**config.mk**
```make
export PLATFORM = sky130hd
export DESIGN_NAME = qpsk_symbol_mapper
export DESIGN_NICKNAME = d
export VERILOG_FILES = /design/src/rtl/qpsk_symbol_mapper.sv
export SDC_FILE = /design/constraint.sdc
export NUM_CORES = 1
export LEC_CHECK = 0
export ABC_AREA = 0
export BUFFER_PORTS_ARGS = -buffer_cell sky130_fd_sc_hd__buf_4
export CAP_MARGIN = 30
export CORE_UTILIZATION = 56
export CTS_CLUSTER_DIAMETER = 100
export DETAILED_ROUTE_END_ITERATION = 10
export HOLD_SLACK_MARGIN = 0.03
export PLACE_DENSITY = 0.76
export SETUP_SLACK_MARGIN = 0.02
export SLEW_MARGIN = 20
export SYNTH_ARGS = -nofsm -noshare
export SYNTH_HDL_FRONTEND = slang
export SYNTH_SLANG_ARGS = --single-unit
```
**constraint.sdc**
```tcl
create_clock -name clk -period 2.7 [get_ports clk]
set_clock_uncertainty 0.1 [all_clocks]
set_input_delay 0.135 -clock clk [delete_from_list [all_inputs] [get_ports clk]]
set_output_delay 0.135 -clock clk [all_outputs]
set_load 0.02 [all_outputs]
```
**src/rtl/qpsk_symbol_mapper.sv**
```systemverilog
// Ping-pong bit buffer behind the 802.16 block interleaver; drains each full block in index
// order as Gray-coded QPSK symbols with a valid/ready handshake toward the IFFT.
module qpsk_symbol_mapper #(
    parameter int unsigned NCBPS = 192,
    parameter int unsigned W     = 16,
    parameter int unsigned AMP   = 23170
) (
    input  logic                     clk,
    input  logic                     resetN,
    input  logic                     valid_in,
    input  logic                     data_in,
    input  logic [$clog2(NCBPS)-1:0] data_in_index,
    output logic                     ready_mod,
    input  logic                     ready_ds,
    output logic                     valid_mod,
    output logic [W-1:0]             i_out,
    output logic [W-1:0]             q_out,
    output logic                     sym_first
);

    localparam int unsigned IW   = $clog2(NCBPS);
    localparam int unsigned NSYM = NCBPS / 2;
    localparam int unsigned RW   = (NSYM > 1) ? $clog2(NSYM) : 1;
    localparam logic [W-1:0] POS = W'(AMP);
    localparam logic [W-1:0] NEG = ~POS + W'(1);

    logic [NCBPS-1:0] bank [2];

    logic          wr_sel_q, wr_sel_d;
    logic          rd_sel_q, rd_sel_d;
    logic [IW-1:0] wr_cnt_q, wr_cnt_d;
    logic [RW-1:0] rd_ptr_q, rd_ptr_d;
    logic [1:0]    bank_full_q, bank_full_d;
    logic          valid_q, valid_d;
    logic [W-1:0]  i_q, i_d;
    logic [W-1:0]  q_q, q_d;
    logic          first_q, first_d;

    logic          accept;
    logic          in_range;
    logic          wr_last;
    logic          load;
    logic          rd_last;
    logic [RW:0]   rd_addr;
    logic          b0;
    logic          b1;

    assign ready_mod = !bank_full_q[wr_sel_q];
    assign valid_mod = valid_q;
    assign i_out     = i_q;
    assign q_out     = q_q;
    assign sym_first = first_q;

    always_comb begin
        accept   = valid_in & ready_mod;
        // Out-of-range indices still count toward the block so it closes after NCBPS accepts.
        in_range = ({1'b0, data_in_index} < (IW + 1)'(NCBPS));
        wr_last  = accept && (wr_cnt_q == IW'(NCBPS - 1));
        load     = bank_full_q[rd_sel_q] & (!valid_q | ready_ds);
        rd_last  = load && (rd_ptr_q == RW'(NSYM - 1));
        rd_addr  = {rd_ptr_q, 1'b0};
        b0       = bank[rd_sel_q][rd_addr];
        b1       = bank[rd_sel_q][rd_addr + 1'b1];

        wr_cnt_d = wr_cnt_q;
        if (accept) begin
            wr_cnt_d = wr_last ? '0 : wr_cnt_q + 1'b1;
        end
        wr_sel_d = wr_sel_q ^ wr_last;

        rd_ptr_d = rd_ptr_q;
        if (load) begin
            rd_ptr_d = rd_last ? '0 : rd_ptr_q + 1'b1;
        end
        rd_sel_d = rd_sel_q ^ rd_last;

        // Set and clear always hit different banks, so both apply.
        bank_full_d = bank_full_q;
        if (wr_last) begin
            bank_full_d[wr_sel_q] = 1'b1;
        end
        if (rd_last) begin
            bank_full_d[rd_sel_q] = 1'b0;
        end

        valid_d = valid_q;
        i_d     = i_q;
        q_d     = q_q;
        first_d = first_q;
        if (load) begin
            valid_d = 1'b1;
            i_d     = b0 ? NEG : POS;
            q_d     = b1 ? NEG : POS;
            first_d = (rd_ptr_q == '0);
        end else if (ready_ds) begin
            valid_d = 1'b0;
            first_d = 1'b0;
        end
    end

    // Buffer storage is not reset; bank_full gates every read of stale contents.
    always_ff @(posedge clk) begin
        if (accept && in_range) begin
            bank[wr_sel_q][data_in_index] <= data_in;
        end
    end

    always_ff @(posedge clk or negedge resetN) begin
        if (!resetN) begin
            wr_sel_q    <= 1'b0;
            rd_sel_q    <= 1'b0;
            wr_cnt_q    <= '0;
            rd_ptr_q    <= '0;
            bank_full_q <= 2'b00;
            valid_q     <= 1'b0;
            i_q         <= '0;
            q_q         <= '0;
            first_q     <= 1'b0;
        end else begin
            wr_sel_q    <= wr_sel_d;
            rd_sel_q    <= rd_sel_d;
            wr_cnt_q    <= wr_cnt_d;
            rd_ptr_q    <= rd_ptr_d;
            bank_full_q <= bank_full_d;
            valid_q     <= valid_d;
            i_q         <= i_d;
            q_q         <= q_d;
            first_q     <= first_d;
        end
    end

endmodule
```
==> reports/qor.yml <==
power:
  p_leak_nw: 6.60
  peakVddDrop_uv: 455
  powerDensity_nw_per_um2: 700
global_routing:
  grt_max_degree: 101
  grt_first_pass_wirelength_um: 67200
  grt_usage: 0.274
  grt_pass1_vias: 11438
  overflow: 0
  antenna_found_initial: 1
synth:
  ys.flop_type: "edfxtp_1"
  syn_area_um2: 18100
  synth_compound_gate_area_share: 0.0360
  synth_cells: 1298
  yosysWarnings: 0
  synthArstFlopShare: 0.0634
  synthTopCellsByArea: "edfxtp_1 64%, mux4_2 10%, nor2_1 8.4%, dfrtp_1 3.6%, mux2i_1 1.7%"
  synth-adder-area-share: 0.00208
  synth.most_common_cell: "nor2_1"
  seq_area_frac_synth: 0.675
  ys_ff_latch: 410
  synthSimpleGateAreaFrac: 0.123
  muxShareOfSynthArea: 0.124
  synth_top_area_share: 0.639
  synth_edf_count: 384
  syn_area_per_cell_um2: 13.9
  synth_xor_area_frac: 0.00485
  yosys.area.top_type: "edfxtp_1"
  synth_top_family_by_area: "multiplexers"
  synth_cell_types: 63
  synthTopCellsByCount: "405 x nor2_1, 384 x edfxtp_1, 84 x mux4_2, 79 x clkbuf_1, 57 x nand2_1"
setup_path:
  cp_max_fo: 8
  cp-start-kind: "register"
  slowest_delay_ps: 510
  path_class: "register to register"
  worst-path-buf-inv: 1
  critPathRequiredTime_ps: 3030
  critPathCaptureType: "register"
  crit_family: "multiplexers"
  crit_path_cell_trace: "buf_12 > mux4_2 > mux2_2 > a221o_1 > a211oi_2 > nor3b_2 > or3_1"
  crit_slowest_cell: "mux4_2"
  arrival_ps: 3010
cts:
  clockRootBuffer: "clkbuf_16"
  cts_tree: "yes"
  clk_path_buf_depth: 3
  insertion_delay_ps: 550
  clkSinkCount: 410
  cts_htree_levels: 2
  path_clk_slew_ps: 60
  numCtsBuffers: 42
timing:
  finalMaxSlewViolations: 0
  fin_crit_ps: 2680
  finalSetupViolCount: 0
  tns_ps: 0
  tightest_slew_ps: 791
  timing.slew.headroom: 0.472
  final_hold_viol_count: 0
  rsz0062_at_grt: "true"
  fmax_mhz: 373
  period_share: 0.992
job:
  maxCapViolCount: 0
placement:
  globalplace.congestion: 0.894
  dp.cells: 1739
  io_buffers: 45
  place_hpwl_um: 27200
routing:
  drc: 0
  vias: 11592
  drt_iter0_markers: 1337
  drt_first_pass_iters: 6
  wl_um: 44700
  viasPerCell: 6.32
  post_drt_wl_per_cell_um: 24.4
  ant_nets: 0
die:
  start_util: 0.571
  die_w_um: 182
  row_count: 65
  die-area_um2: 33000
  ios: 48
  core_um2: 31600
  dieHeight_um: 182
min_path:
  hp-class: "input port to register"
layout:
  fin_nets: 1415
  syn2layout_area_growth_pct: 18.0
  instances_no_fill: 1834
  antennaDiodeCount: 0
  drive_gt1_frac: 0.267
status:
  outcome: "complete, no violations"
-- registers in the layout, indices dropped and copies added, names as in the netlist --
register     cells
sym_first        1
i_out            3
rd_ptr_q         7
bank_full_q      2
valid_mod        1
rd_sel_q         1
bank           384
q_out            2
wr_cnt_q         8
wr_sel_q         1
-- kinds of logic (layout without fill, tap and decap cells) --
family,after synthesis,count (layout)
flip-flops,410,410
AO/OA/AOI/OAI,89,89
XOR/XNOR,10,10
multiplexers,119,119
adder cells (fa/ha/maj),3,3
other,1,2
AND/OR/NAND/NOR,537,537
buffers and inverters,129,262
-- path summary, 6_finish.rpt --
path                                           start                 endpoint  cells after the start  slack [ps]
max in group asynchronous                     resetN  rd_ptr_q[0]$_DFFE_PN0P_                      4        1820
worst min register to register  i_out[1]$_DFFE_PN0P_     i_out[1]$_DFFE_PN0P_                      1         400
min in group asynchronous                     resetN  wr_cnt_q[6]$_DFFE_PN0P_                      4         490
worst min-delay path                data_in_index[1]   bank[0][153]$_DFFE_PP_                      5         130
worst max-delay path              rd_sel_q$_DFF_PN0_    q_out[13]$_DFFE_PN0P_                      7          20
worst max register to register    rd_sel_q$_DFF_PN0_    q_out[13]$_DFFE_PN0P_                      7          20
-- final cells by class --
type / instances / area [µm²]
Clock buffer: 52 / 1130
Multi-Input combinational cell: 760 / 5490
Inverter: 6 / 22.5
Tap cell: 402 / 503
Fill cell: 2029 / 10300
Timing Repair Buffer: 179 / 1700
Clock inverter: 25 / 267
Sequential cell: 410 / 12200
-- per-stage QoR --
stage          instance area (µm²)   util  setup slack (ps)  total power, mW  hold WS [ps]
5_1_grt                      21300  0.673             -30.0             15.3           149
2_1_floorplan                18100      -              24.8             8.42          -261
4_1_cts                      21100  0.668              2.87             14.9           127
3_5_place_dp                 19400  0.612              -101             9.03         -27.2
3_3_place_gp                 19400  0.612             -30.0             9.00         -27.0
6_report                     21300  0.673              21.4             14.9           131
-- worst reg2reg max path, cell delays in order, from the launching register on --
cell	delay (ps)
dfrtp_4	490
buf_12	180
mux4_2	520
mux2_2	280
a221o_1	360
a211oi_2	240
nor3b_2	90
or3_1	300
-- per-layer routing --
| metal | global-route usage | part of all wire |
|---|---|---|
| met3 | 0.0548 | 0.11 |
| met5 | 0 | 0 |
| met2 | 0.444 | 0.48 |
| met4 | 0.114 | 0.034 |
| met1 | 0.368 | 0.38 |
-- timing repair --
item,in CTS,in global routing
hold endpoints to repair,86,0
resized for setup,35,31
cloned,3,1
pin swaps,13,2
buffers inserted,6,3
hold buffers,6,0
endpoints found under the setup margin,4,158
-- placed cells by master, fill, tap and decap left out, types with 5 or more instances in the layout --
master         synthesis  layout
a21oi_2                0       7
clkbuf_1              79       7
mux4_2                84      84
clkinv_2               0      10
nand2b_1               5       5
mux2i_2                0       5
nand2_1               57      57
a21oi_1               14       7
o21ai_0                7       6
buf_4                 31     144
dlygate4sd3_1          0       5
edfxtp_1             384     384
dfrtp_1               26      23
clkinv_1               1       7
inv_1                  5       5
nand3_1               10      10
mux2i_1               31      26
nand4_1                8       8
buf_12                 0      18
xnor2_1                6       6
nor2_1               405     405
clkbuf_16              0      44
nor3_1                 5       5
a22oi_2                0      17
nor2b_1               15      12
a22oi_1               25       8
bufinv_16              0       5
-- power by group --
part	total, mW	internal [mW]	switching [mW]
Sequential	7.14	7.02	0.117
Combinational	1.91	0.815	1.09
Clock	5.88	3.47	2.41
Total	14.9	11.3	3.62
(Power assumes the default switching activity.)
